`config.mk`:
```
export PLATFORM = sky130hd
export DESIGN_NAME = proc_instr_feeder
export DESIGN_NICKNAME = d
export VERILOG_FILES = /design/src/rtl/proc_pkg.sv /design/src/rtl/feeder_ram.sv /design/src/rtl/proc_instr_feeder.sv
export SDC_FILE = /design/constraint.sdc
export NUM_CORES = 1
export LEC_CHECK = 0
export CORE_MARGIN = 2
export CORE_UTILIZATION = 40
export CTS_BUF_LIST = sky130_fd_sc_hd__clkbuf_4 sky130_fd_sc_hd__clkbuf_8 sky130_fd_sc_hd__clkbuf_16
export CTS_CLUSTER_SIZE = 8
export DETAILED_ROUTE_END_ITERATION = 12
export PLACE_DENSITY = 0.55
export SLEW_MARGIN = 20
export SYNTH_ARGS = -nofsm -noshare
export SYNTH_HDL_FRONTEND = slang
export SYNTH_SLANG_ARGS = --single-unit
export TNS_END_PERCENT = 1
```
`constraint.sdc`:
```
create_clock -name Clock -period 3.7 [get_ports Clock]
set_input_delay 0.74 -clock Clock [delete_from_list [all_inputs] [get_ports Clock]]
set_output_delay 0.74 -clock Clock [all_outputs]
set_load 0.02 [all_outputs]
```
`src/rtl/proc_pkg.sv`:
```
// Shared definitions for the four-step processor and its instruction feeder:
// opcode values, instruction field positions and the feeder state encoding.
package proc_pkg;

  localparam logic [2:0] OP_MV  = 3'b000;
  localparam logic [2:0] OP_MVI = 3'b001;
  localparam logic [2:0] OP_ADD = 3'b010;
  localparam logic [2:0] OP_SUB = 3'b011;

  localparam int OPC_HI = 8;
  localparam int OPC_LO = 6;
  localparam int RX_HI  = 5;
  localparam int RX_LO  = 3;
  localparam int RY_HI  = 2;
  localparam int RY_LO  = 0;

  typedef enum logic [1:0] {
    ST_IDLE  = 2'd0,
    ST_FETCH = 2'd1,
    ST_IMM   = 2'd2,
    ST_EXEC  = 2'd3
  } feeder_state_t;

  function automatic logic [2:0] opcode_of(input logic [8:0] word);
    return word[OPC_HI:OPC_LO];
  endfunction

endpackage

```
`src/rtl/feeder_ram.sv`:
```
// Program memory for the instruction feeder: one synchronous write port and
// one combinational read port. Contents are deliberately not reset.
module feeder_ram #(
  parameter int DEPTH = 32,
  parameter int AW    = 5,
  parameter int DW    = 9
) (
  input  logic          Clock,
  input  logic          i_we,
  input  logic [AW-1:0] i_waddr,
  input  logic [DW-1:0] i_wdata,
  input  logic [AW-1:0] i_raddr,
  output logic [DW-1:0] o_rdata
);

  logic [DW-1:0] r_mem [DEPTH];

  // Store a program word on the write strobe.
  always_ff @(posedge Clock) begin
    if (i_we) begin
      r_mem[i_waddr] <= i_wdata;
    end
  end

  assign o_rdata = r_mem[i_raddr];

endmodule

```
`src/rtl/proc_instr_feeder.sv`:
```
// Instruction feeder: steps a program counter through a loadable program
// memory and presents each word to the processor in step with its Done
// handshake. The instruction word goes out in processor T0, and the mvi
// immediate goes out in T1. A missing Done raises a sticky error.
module proc_instr_feeder
  import proc_pkg::*;
#(
  parameter int DEPTH    = 32,
  parameter int AW       = 5,
  parameter int MAX_WAIT = 4,
  parameter int CNT_W    = 16
) (
  input  logic             Clock,
  input  logic             Resetn,
  input  logic             Start,
  input  logic             Stop,
  input  logic             Done,
  input  logic             LdEn,
  input  logic [AW-1:0]    LdAddr,
  input  logic [8:0]       LdData,
  output logic [8:0]       DIN,
  output logic             Run,
  output logic             Busy,
  output logic             Err,
  output logic [AW-1:0]    PC,
  output logic [CNT_W-1:0] InstrCount
);

  localparam int WW = $clog2(MAX_WAIT + 1);
  localparam logic [WW-1:0] WAIT_LAST = WW'(MAX_WAIT - 1);
  localparam logic [AW-1:0] PC_LAST   = AW'(DEPTH - 1);

  feeder_state_t    r_state;
  logic [AW-1:0]    r_pc;
  logic [CNT_W-1:0] r_cnt;
  logic [WW-1:0]    r_wait;
  logic [8:0]       r_word;
  logic             r_err;
  logic             r_pending;
  logic             r_stop_req;

  logic [8:0]       w_rdata;
  logic [AW-1:0]    w_pc_inc;
  logic             w_we;
  logic             w_stop;

  // Loading is only safe while nothing is executing or about to execute.
  assign w_we     = LdEn && (r_state == ST_IDLE) && !r_pending;
  assign w_pc_inc = (r_pc == PC_LAST) ? '0 : r_pc + 1'b1;
  // A Stop arriving in the very cycle of Done is honoured at that Done.
  assign w_stop   = r_stop_req | Stop;

  feeder_ram #(
    .DEPTH(DEPTH),
    .AW   (AW),
    .DW   (9)
  ) u_ram (
    .Clock  (Clock),
    .i_we   (w_we),
    .i_waddr(LdAddr),
    .i_wdata(LdData),
    .i_raddr(r_pc),
    .o_rdata(w_rdata)
  );

  // Sequencer: start handshake, fetch/immediate/execute stepping, timeout.
  always_ff @(posedge Clock or negedge Resetn) begin
    if (!Resetn) begin
      r_state    <= ST_IDLE;
      r_pc       <= '0;
      r_cnt      <= '0;
      r_wait     <= '0;
      r_word     <= '0;
      r_err      <= 1'b0;
      r_pending  <= 1'b0;
      r_stop_req <= 1'b0;
    end else begin
      case (r_state)
        ST_IDLE: begin
          // The processor idles on mv R0,R0; leaving on its Done puts
          // FETCH exactly on the processor's next T0.
          if (r_pending && Done) begin
            r_state   <= ST_FETCH;
            r_pending <= 1'b0;
          end else if (Stop) begin
            r_pending <= 1'b0;
          end else if (Start) begin
            r_pending <= 1'b1;
            r_err     <= 1'b0;
          end
        end
        ST_FETCH: begin
          r_word <= w_rdata;
          r_pc   <= w_pc_inc;
          r_wait <= '0;
          r_state <= (opcode_of(w_rdata) == OP_MVI) ? ST_IMM : ST_EXEC;
          if (Stop) begin
            r_stop_req <= 1'b1;
          end
        end
        ST_IMM, ST_EXEC: begin
          if (Done) begin
            if (r_state == ST_IMM) begin
              r_pc <= w_pc_inc;
            end
            r_cnt <= r_cnt + 1'b1;
            if (w_stop) begin
              r_state    <= ST_IDLE;
              r_stop_req <= 1'b0;
            end else begin
              r_state <= ST_FETCH;
            end
          end else if (r_wait == WAIT_LAST) begin
            r_err      <= 1'b1;
            r_state    <= ST_IDLE;
            r_stop_req <= 1'b0;
          end else begin
            r_wait <= r_wait + 1'b1;
            if (Stop) begin
              r_stop_req <= 1'b1;
            end
          end
        end
        default: begin
          r_state <= ST_IDLE;
        end
      endcase
    end
  end

  // Word driven to the processor: idle mv R0,R0, the live memory word during
  // fetch and immediate, and the held instruction while it executes.
  always_comb begin
    DIN = 9'h000;
    case (r_state)
      ST_FETCH, ST_IMM: DIN = w_rdata;
      ST_EXEC:          DIN = r_word;
      default:          DIN = 9'h000;
    endcase
  end

  assign Run        = (r_state != ST_IDLE);
  assign Busy       = Run | r_pending;
  assign Err        = r_err;
  assign PC         = r_pc;
  assign InstrCount = r_cnt;

endmodule

```
==> impl.org <==
** Outcome
- The flow ran to the end, but the final reports show violations.
- The final reports fail on negative setup slack.

** Timing
- Summed over all failing endpoints, the final setup total negative slack is -1.12 ns.
- The total count of max-transition violations in the final report was 0.
- Worst clock skew :: 0.0122 ns
- At the pin with the least slew margin, the transition time is ~0.9 ns.
- In this run the tightest slew margin relative to its limit is 0.395.
- Setup violations remaining at the end of the flow were counted as 9.
- Fraction of the cycle the final worst path needs :: 1.05
- After layout, the minimum clock period comes to 3.89 ns.
- RSZ-0062 raised after global routing :: yes
- Fin worst setup slack :: -0.195 ns
- Highest achievable clock rate :: around 0.26 GHz
- Worst-case hold slack :: 0.355 ns
- Final Hold Vio Count :: 0

** Pwr
- Peak supply drop :: a little over 0.4 mV
- Leakage power of the design :: approximately 5.6 nW
- Switching Share :: 0.295
- The share of total power dissipated in the clock network is 0.322.
- Int Power :: 0.00885 W
- Power per standard cell area :: slightly below 800 mW/mm^2
- The analysis attributes to net switching a power of about 0.0037 W.
- Of the total power, combinational logic draws 0.331.
- Sequential share of power :: 0.347

** Critical path
- On the critical path the largest part of the delay comes from compound AO/OA/AOI/OAI gates.
- Category of the most critical setup path :: flip-flop to output pin
- Of all nets on the critical path, the largest fanout is 6.
- Cell-by-cell trace of the critical path :: buf_12 > buf_16 > buf_4 > mux4_2 > a22o_1 > a211o_1 > a32oi_1 > nor2_1 > clkdlybuf4s15_2
- Required time reported for the critical path endpoint :: approximately 3.0 ns
- Startpoint class of the critical path :: flip-flop
- Among all stages on the critical path, the largest delay is contributed by sky130_fd_sc_hd__dfrtp_4.
- The critical path contains buffers and inverters numbering 4 combined.
- Endpoint arrival time on the critical path :: 3.15 ns
- For this run, the slowest stage of the critical path takes between 0.5 and 0.6 ns.
- STA classifies the critical path endpoint as an output pin.

** Yosys
- Area share of the largest cell type after synthesis :: 0.663
- Counting every instance in the synthesized netlist gives 671.
- For this run, the number of Yosys warnings is 0.
- Synth Area in Simple Gates :: 0.0410
- Averaged over all synthesized cells, the footprint is about 20 um^2.
- Largest area contributor in the netlist :: sky130_fd_sc_hd__edfxtp_1
- By area, the combinational part of the netlist is dominated by multiplexers.
- By area the synthesized netlist is led by sky130_fd_sc_hd__edfxtp_1, sky130_fd_sc_hd__mux4_2, sky130_fd_sc_hd__dfrtp_1.
- Xor and xnor fraction of the mapped netlist area :: 0.0101
- Count of different cell masters after synthesis :: between 40 and 50
- Seq/Total Area, Yosys :: 0.736
- After synthesis the cells add up to about 0.013 mm^2.
- Post-synthesis compound-gate area fraction :: 0.0302
- Main flop type after synthesis :: sky130_fd_sc_hd__edfxtp_1
- After synthesis, the share of cell area in mux cells is 0.159.
- Of the total synthesized cell area, the portion taken by full adders, half adders and majority gates is 0.00959.
- In this run, synthesis inferred approximately 290 flip-flops with an integrated enable.
- The number of nets in the synthesized netlist is 701.
- Yosys reg bits :: roughly 330
- Share of flip-flops with an asynchronous set or reset :: 0.117

** Place
- Detailed placement ended at an HPWL of 19800 um.
- Number of port buffers :: 52
- Prior to clock tree synthesis, the placed netlist has a worst setup slack of -0.0154 ns.
- Routability-driven placement finished with a final weighted congestion of 0.833.
- Standard cell area after detailed placement :: roughly 0.014 mm^2

** Clock network
- Hold_buf cts :: 0
- The clock passes through at most 3 buffers.
- The tree built by TritonCTS fans out to around 330 sinks.
- In this run the clock root is driven by a sky130_fd_sc_hd__clkbuf_16.
- In this run, CTS created clock tree buffers numbering between 40 and 50.
- Reg clk slew, reported paths :: approximately 0.050 ns
- H-Tree Depth :: 2
- Clock latency reported for the late side of the worst-skew pair :: roughly 0.53 ns
- TritonCTS built the clock tree.

** Floorplan
- The floorplan step set the die width to roughly 180 um.
- Row count :: 66
- The floorplan step set the die height to 185 um.
- Die Footprint :: 0.0341 mm^2
- Top-level I/O count :: 53
- Effective utilization at floorplan :: 0.404
- In this run the standard cell core region covers approximately 0.032 mm^2.

** Drt
- The first detailed-routing pass took 5 iterations.
- After detailed routing, the number of remaining DRC violations is 0.
- Number of violations reported at the end of detailed-routing iteration 0 :: 722
- The detail route stage leaves a number of antenna-violating nets equal to 0.
- Wires add up to slightly above 30000 um.
- Via count :: 7022
- Dividing the detail-routed via count by the number of cells gives 5.48.
- Dividing the detail-routed wire length by the instance count gives 24.3 um.

** Final layout
- For this run, the post-layout net count is 842.
- Fin area :: between 0.015 and 0.02 mm^2
- Of the cells placed in the final design, the portion with a size suffix greater than 1 is 0.314.
- Compared with the post-synthesis result, the final layout area differs by 23.9%.
- Most frequent cells in the layout :: sky130_fd_sc_hd__edfxtp_1, sky130_fd_sc_hd__mux4_2, sky130_fd_sc_hd__buf_4, sky130_fd_sc_hd__nor2_1, sky130_fd_sc_hd__clkbuf_16
- The filler cells instantiated in the layout total between 2000 and 3000.
- The number of antenna diodes in the final layout is 0.
- Core occupancy in the finished layout :: 0.501
- Leading cell type in the layout, fill and taps excluded :: sky130_fd_sc_hd__edfxtp_1

** Job
- Number of max-cap violations :: 0

** Global route
- Summed over all layers, the global routing overflow is 0.
- Number of antenna violations at the first check in global routing :: 1
- The first global-routing pass estimated between 40000 and 50000 um of wire.
- Gr usage total :: 0.188
- Entering global routing, the biggest net connects 47 pins.
- Number of global-route vias before repair :: approximately 7000

** Hold path
- Worst Hold Class :: primary input to asynchronous set/reset pin
## power by group through the flow
stage                     sequential (W)  combinational [W]  clock (W)
after global placement           0.00441            0.00376          0
after detailed placement         0.00442            0.00380          0
final                            0.00436            0.00416    0.00404
after floorplan                  0.00440            0.00239          0
after global routing             0.00437            0.00443    0.00426
after CTS                        0.00438            0.00414    0.00410
## registers in the layout (all words and copies together), names as in the netlist
| signal | count |
|---|---|
| u_ram.r_mem | 288 |
| InstrCount | 16 |
| r_state | 2 |
| r_wait | 3 |
| Err | 1 |
| PC | 5 |
| r_word | 9 |
| r_pending | 1 |
| r_stop_req | 1 |
## synthesized netlist by cell type (7+ instances only)
cell                       count
sky130_fd_sc_hd__a21oi_1       7
sky130_fd_sc_hd__a22oi_1       7
sky130_fd_sc_hd__clkbuf_1     14
sky130_fd_sc_hd__dfrtp_1      38
sky130_fd_sc_hd__edfxtp_1    288
sky130_fd_sc_hd__ha_1         10
sky130_fd_sc_hd__inv_1        10
sky130_fd_sc_hd__mux2_2       20
sky130_fd_sc_hd__mux2i_1      12
sky130_fd_sc_hd__mux4_2       77
sky130_fd_sc_hd__nand2_1      20
sky130_fd_sc_hd__nand3_1      12
sky130_fd_sc_hd__nor2_1       52
sky130_fd_sc_hd__o21ai_0      14
sky130_fd_sc_hd__xnor2_1      11
## stage by stage
| step | power [W] | cells |
|---|---|---|
| floorplan | 0.00679 | 671 |
| global placement | 0.00817 | 1194 |
| detailed placement | 0.00822 | 1194 |
| CTS | 0.0126 | 1281 |
| global route | 0.0131 | 1282 |
| finish | 0.0126 | 1282 |
## cells by family after synthesis
logic type | count (synthesis)
compound gates | 57
flops | 326
xor+xnor | 15
simple gates | 115
fa+ha+maj | 10
buf+inv | 39
mux | 109
## path summary, 6_finish.rpt
| path | from | endpoint | slack [ns] | cells past startpoint |
|---|---|---|---|---|
| min in group Clock | InstrCount[15] | InstrCount[15] | 0.48 | 1 |
| min reg2reg | InstrCount[15] | InstrCount[15] | 0.48 | 1 |
| min | Resetn | InstrCount[9] | 0.35 | 1 |
| max in group asynchronous | Resetn | PC[1] | 2.68 | 1 |
| max reg2reg | r_state[0] | u_ram.r_mem[12][3] | 0.73 | 7 |
| max | PC[1] | DIN[8] | -0.19 | 9 |
## metal layers
metal,wire length (um),global-route usage
met5,9,0
met1,13400,0.265
met3,2220,0.0366
met2,14900,0.301
met4,653,0.0528
## final cells by class
type | instances | area, um^2 | area share
Clock buffer | 76 | 1430 | 0.0884
Tap cell | 442 | 553 | 0.0342
Multi-Input combinational cell | 306 | 3330 | 0.206
Sequential cell | 326 | 9610 | 0.594
Inverter | 11 | 41.3 | 0.00255
Timing Repair Buffer | 121 | 1210 | 0.0748
## what timing repair did
action / in CTS / in global routing
gates cloned: 3 / 0
endpoints found under the setup margin: 9 / 9
gates resized for setup: 55 / 0
buffers inserted: 8 / 1
pin swaps: 4 / 0
(Power assumes the default switching activity.)
